===== config.mk =====
export PLATFORM = sky130hd
export DESIGN_NAME = pipe_stage_reg
export DESIGN_NICKNAME = d
export VERILOG_FILES = /design/src/rtl/mips_pipe_pkg.sv /design/src/rtl/pipe_stage_reg.sv
export SDC_FILE = /design/constraint.sdc
export NUM_CORES = 1
export LEC_CHECK = 0
export CORE_ASPECT_RATIO = 0.7
export CORE_MARGIN = 2
export CORE_UTILIZATION = 45
export CTS_CLUSTER_DIAMETER = 150
export DETAILED_ROUTE_END_ITERATION = 7
export PLACE_DENSITY = 0.72
export SETUP_SLACK_MARGIN = 0.15
export SLEW_MARGIN = 30
export SYNTH_ARGS = -nofsm -noshare
export SYNTH_HDL_FRONTEND = slang
export SYNTH_SLANG_ARGS = --single-unit

===== constraint.sdc =====
create_clock -name clock -period 4.6 [get_ports clock]
set_clock_uncertainty 0.2 [all_clocks]
set_input_delay 0.92 -clock clock [delete_from_list [all_inputs] [get_ports clock]]
set_output_delay 0.92 -clock clock [all_outputs]
set_load 0.02 [all_outputs]

===== src/rtl/mips_pipe_pkg.sv =====
// Shared definitions for the MIPS pipeline boundary registers (IF/ID, ID/EX, EX/MEM, MEM/WB).
// Holds the stage-state encoding and the default payload widths.
package mips_pipe_pkg;

  typedef enum logic [1:0] {
    ST_EMPTY = 2'd0,
    ST_ONE   = 2'd1,
    ST_TWO   = 2'd2
  } stage_state_t;

  localparam int DEF_DATA_W = 32;
  localparam int DEF_CTRL_W = 8;
  localparam int DEF_RD_W   = 5;

endpackage


===== src/rtl/pipe_stage_reg.sv =====
// Pipeline boundary register built as a 2-entry skid buffer (main + skid register).
// Handshake: a beat moves when valid and ready are both 1 on the same rising edge;
// valid never waits on ready, and a presented beat holds stable until it is taken.
module pipe_stage_reg
  import mips_pipe_pkg::*;
#(
  parameter int DATA_W = DEF_DATA_W,
  parameter int CTRL_W = DEF_CTRL_W,
  parameter int RD_W   = DEF_RD_W
) (
  input  logic              clock,
  input  logic              reset,
  input  logic              flush,
  input  logic              in_valid,
  output logic              in_ready,
  input  logic [CTRL_W-1:0] in_ctrl,
  input  logic [RD_W-1:0]   in_rd,
  input  logic [DATA_W-1:0] in_data,
  output logic              out_valid,
  input  logic              out_ready,
  output logic [CTRL_W-1:0] out_ctrl,
  output logic [RD_W-1:0]   out_rd,
  output logic [DATA_W-1:0] out_data,
  output logic [1:0]        occupancy
);

  localparam int PW = CTRL_W + RD_W + DATA_W;

  stage_state_t  state_q, state_d;
  logic [PW-1:0] main_q, main_d;
  logic [PW-1:0] skid_q, skid_d;
  logic          ready_q;
  logic          push, pop;
  logic [PW-1:0] in_beat;

  assign in_beat = {in_ctrl, in_rd, in_data};
  assign push    = in_valid & ready_q;
  assign pop     = (state_q != ST_EMPTY) & out_ready;

  always_ff @(posedge clock or negedge reset) begin
    if (!reset) begin
      state_q <= ST_EMPTY;
      main_q  <= '0;
      skid_q  <= '0;
      ready_q <= 1'b1;
    end else begin
      state_q <= state_d;
      main_q  <= main_d;
      skid_q  <= skid_d;
      // Registered so in_ready has no combinational path from out_ready.
      ready_q <= (state_d != ST_TWO);
    end
  end

  always_comb begin
    state_d = state_q;
    main_d  = main_q;
    skid_d  = skid_q;
    if (flush) begin
      state_d = ST_EMPTY;
      main_d  = '0;
      skid_d  = '0;
    end else begin
      case (state_q)
        ST_EMPTY: begin
          if (push) begin
            main_d  = in_beat;
            state_d = ST_ONE;
          end
        end
        ST_ONE: begin
          if (push && pop) begin
            main_d = in_beat;
          end else if (push) begin
            skid_d  = in_beat;
            state_d = ST_TWO;
          end else if (pop) begin
            // Zeroed main register presents a bubble (ctrl=0) downstream.
            main_d  = '0;
            state_d = ST_EMPTY;
          end
        end
        ST_TWO: begin
          if (pop) begin
            main_d  = skid_q;
            skid_d  = '0;
            state_d = ST_ONE;
          end
        end
        default: begin
          state_d = ST_EMPTY;
          main_d  = '0;
          skid_d  = '0;
        end
      endcase
    end
  end

  assign in_ready  = ready_q;
  assign out_valid = (state_q != ST_EMPTY);
  assign occupancy = state_q;
  assign {out_ctrl, out_rd, out_data} = main_q;

endmodule


Word-level counts from Yosys, hierarchy flattened
Index checks and enable logic that the tools add are counted.
{"block": "word_totals", "reg_bits": 93, "input_bits": 50, "out_inout_bits": 49, "elab_cells": 38}
{"block": "classes", "bitwise_logic": 2, "reduce_logical": 5, "mux": 17, "eq_ne": 10}
{"op": "2-to-1 mux 45 bit", "count": 8}
{"op": "case mux 45 bit (3 select lines)", "count": 2}
{"op": "2-to-1 mux 2 bit", "count": 6}
{"op": "inequality test 3 bit (second input constant)", "count": 4}
{"op": "inequality test 4 bit (second input constant)", "count": 2}
{"op": "AND reduction 4 bit", "count": 2}
{"op": "case mux 2 bit (3 select lines)", "count": 1}
{"op": "inequality test 2 bit (second input constant)", "count": 2}
{"op": "AND 1 bit", "count": 2}
{"op": "equality test 2 x 1 -> 1 bit (second input constant)", "count": 1}
{"op": "equality test 2 bit (second input constant)", "count": 1}
{"op": "zero test 2 bit", "count": 1}
{"op": "nonzero test 2 bit", "count": 1}
{"op": "logical AND 1 bit", "count": 1}

Depth between registers and ports, before layout
{"block": "logic_depth", "depth_word": 8, "mapped_depth": 7, "ltp_nobuf": 4}

Least setup slack after synthesis
OpenSTA, ideal clock, no wires.
{"block": "synth_path", "path_kind": "reg2out", "startpoint": "reg state_q[1] (netlist: occupancy[1])", "endpoint": "out out_valid", "path_stages_with_launch": 5, "arrival_ns": 1.383, "setup_slack_ns": 2.097, "cell_sequence": "dfrtp_1 buf_2 buf_2 buf_2 or2_2"}
{"block": "synth_via", "elab_chain_len": 1}
{"element": "start: declaration", "line": "pipe_stage_reg.sv:29", "text": "stage_state_t state_q, state_d;"}
{"element": "start signal: assignment", "line": "pipe_stage_reg.sv:47", "text": "state_q <= state_d;"}
{"element": "nonzero test 2 bit", "line": "pipe_stage_reg.sv:100", "text": "assign out_valid = (state_q != ST_EMPTY);"}
{"element": "end: declaration", "line": "pipe_stage_reg.sv:19", "text": "output logic out_valid,"}
No other way between the ends.

Worst setup path in the final report
Same ends and word-level chain as after synthesis.

==> results.tsv <==
stage	metric	value	unit
outcome	outcome	completed	
pwr	pwr dens	339	mW/mm^2
route	routed vias/inst	5.84	
yosys	sequential area share after synthesis	49.6	%
yosys	Synth Cell Area	0.00470	sq mm
cts	Clk Latency, worst-skew pair	0.34	ns
global_routing	largest net degree at the start of global routing	67	
cts	cts bufs inserted	9	
global_routing	initial antenna violation count	0	
yosys	post-synth cell types	28	
layout	Nets	570	
cts	CTS clk-pin slew, worst paths	0.07	ns
die	initial core utilization	45.9	%
yosys	top post-synthesis cells by area	dfrtp_1 (49%), mux2i_1 (9.6%), a22o_1 (8.4%), o21ai_0 (6.8%), nand2b_1 (6.1%)	
layout	Finished Cell Area	0.00598	sq mm
worst_setup_path	Worst EP required	3.48	ns
route	DRT iter0 DRCs	288	
cts	H-tree Lvls	3	
cts	Post-CTS Repair Setup Buffers	0	
yosys	FF+latch count, synth	93	
cts	clock buffer depth	2	
layout	ANT cells	0	
global_routing	GR Overflow Total	0	
global_routing	global-route wire length before repair	20000	um
layout	P&R area growth vs syn	27.2	%
route	drc violations	0	
cts	number of gates resized after CTS	0	
die	IO Pins	99	
timing	FMAX	317	MHz
min_path	worst hold path stage count	1	
placement	routability congestion estimate	0.753	
timing	Max-slew headroom	40.1	%
timing	RSZ-0062 raised after global routing	false	
cts	hold buffers post-CTS	0	
yosys	Synth Area per Inst	10.5	sq um
pwr	leakage	2.37	nW
worst_setup_path	CP Class	reg -> out	
yosys	Post-Syn Nets	497	
cts	root buf cell	clkbuf_16	
route	drt first pass iters	4	
die	row cnt	31	
placement	IO Port Bufs	98	
yosys	post-synthesis cell count	447	
timing	TNS Setup	0	ns
worst_setup_path	Arr. time, crit path	2.03	ns
timing	worst-margin pin slew	0.899	ns
worst_setup_path	R2R depth	5	
placement	Area after DPL	0.00568	sq mm
route	WL/cell	18.7	um
route	antenna violation net count after detailed routing	0	
min_path	Hold Path Class	reg -> reg	
route	final WL	12300	um
yosys	synth warn	0	
route	vias post-DR	3834	
timing	Final Setup Violations	0	
worst_setup_path	CP Launch Type	flop	
global_routing	vias in the first global route	3816	
global_routing	GRT Total Usage	22.5	%
timing	final count of hold timing violations	0	
die	die area	0.0113	sq mm
die	core area	0.0102	sq mm
die	Die Y	89.5	um
die	Die Wd	126	um
timing	fin. max-slew vios	0	
timing	clock period minus worst slack	3.15	ns
yosys	Yosys top cell by area	dfrtp_1	
placement	HPWL after DPL	7600	um
run	count of maximum capacitance violations	0	
yosys	area share of the largest cell type after synthesis	49.0	%
cts	clk sink count	93	
worst_setup_path	CP Max Fanout	28	
layout	layout cells sized above 1	7.05	%
timing	final period utilization	68.6	%
pwr	VDD IR max	0.163	mV
worst_setup_path	CP endpoint kind	primary output	
cts	CTS tree	done	
[registers in the layout, summed over array words and instances (netlist names)]
register and cells:
in_ready 1, main_q 45, skid_q 45, occupancy 2
[report_power, final]
part / total, W / switching, W / internal (W)
logic: 0.000382 / 0.000206 / 0.000176
registers: 0.000905 / 0.0000417 / 0.000863
clock network: 0.000741 / 0.000320 / 0.000421
[Yosys cell counts]
cell and n:
dfstp_2 1, clkbuf_1 23, and3b_1 2, a22o_1 45, o2bb2ai_1 27, inv_1 2
buf_1 2, buf_6 6, xor2_1 1, nand2_1 19, a211o_1 1, nand3_1 45
dfrtp_1 92, a21oi_4 1, and4b_1 1, or3_4 1, nand4b_1 1, o21a_1 1
or2_2 2, nor2_1 2, buf_2 13, nand2b_1 46, mux2i_1 45, o21ai_0 64
nor3b_2 1, a21oi_1 1, o22a_1 1, nor2b_4 1
[critical path, cell delays in order, from the launching register on]
cell	delay [ns]
dfrtp_2	0.85
or2_2	0.24
clkdlybuf4s50_1	0.59
[layer usage]
metal  wire length [um]  up-vias  track usage (%)
met1               5970     1937             31.9
met2               5530      109             35.8
li1                   -     1770                -
met3                692       18             5.39
met5                  0        -                0
met4                117        0             4.80
[metrics by stage]
stage	worst slack, ns	total power [W]	util, %	std cells	hold WS [ns]
2_1_floorplan	2.10	0.00111	-	447	0.315
3_3_place_gp	1.28	0.00129	55.5	641	0.288
3_5_place_dp	1.19	0.00130	55.5	641	0.295
4_1_cts	1.44	0.00204	58.4	657	0.310
5_1_grt	1.37	0.00210	58.4	657	0.325
6_report	1.45	0.00203	58.4	657	0.304
[cells in the final DEF (no fill, tap or decap)]
cell type         n
nor3b_4           1
a21oi_1           1
clkbuf_16         9
clkdlybuf4s50_1  96
o21ai_0          64
buf_4             9
or2_2             2
o21a_1            1
o22a_2            1
nand3_1          45
clkinvlp_4        2
dfrtp_1          90
a22o_1           45
nand2b_1         46
nor2_2            1
and3b_2           1
clkinv_4          1
and4b_1           1
mux2i_1          45
nand2_1          19
nor2b_4           1
dfrtp_2           2
nand4b_1          1
dfstp_2           1
and3b_1           1
bufinv_16         1
a211o_1           1
inv_1             2
clkbuf_1          1
o2bb2ai_1        27
buf_2             1
xor2_1            1
clkinv_2          2
a21oi_4           1
nor2_1            1
or3_4             1
[logic make-up (layout without fill, tap and decap cells)]
logic type      count (synthesis)  in the layout  synth area share, %
flops                          93             93                 49.6
buf+inv                        46            124                 4.98
mux                            45             45                 9.59
xor+xnor                        1              1                0.187
simple gates                  121            121                 14.4
compound gates                141            141                 21.2
[area by class of cell]
cell class	count	area, sq um
fillers	879	4260
flip-flops and latches	93	2330
multi-input cells	308	2150
repair buffers	106	1030
clock buffers	10	229
well taps	132	165
clock inverters	6	63.8
inverters	2	7.51
[path summary, 6_finish.rpt]
path,slack [ns],endpoint,from
min in group asynchronous,0.49,skid_q[0],reset
min reg2reg,0.30,main_q[2],main_q[2]
max reg2reg,1.74,skid_q[41],occupancy[0]
max in group asynchronous,2.80,skid_q[40],reset
min,0.30,main_q[2],main_q[2]
max,1.45,out_valid,occupancy[1]
No activity file was read; power rests on OpenSTA's default activity.
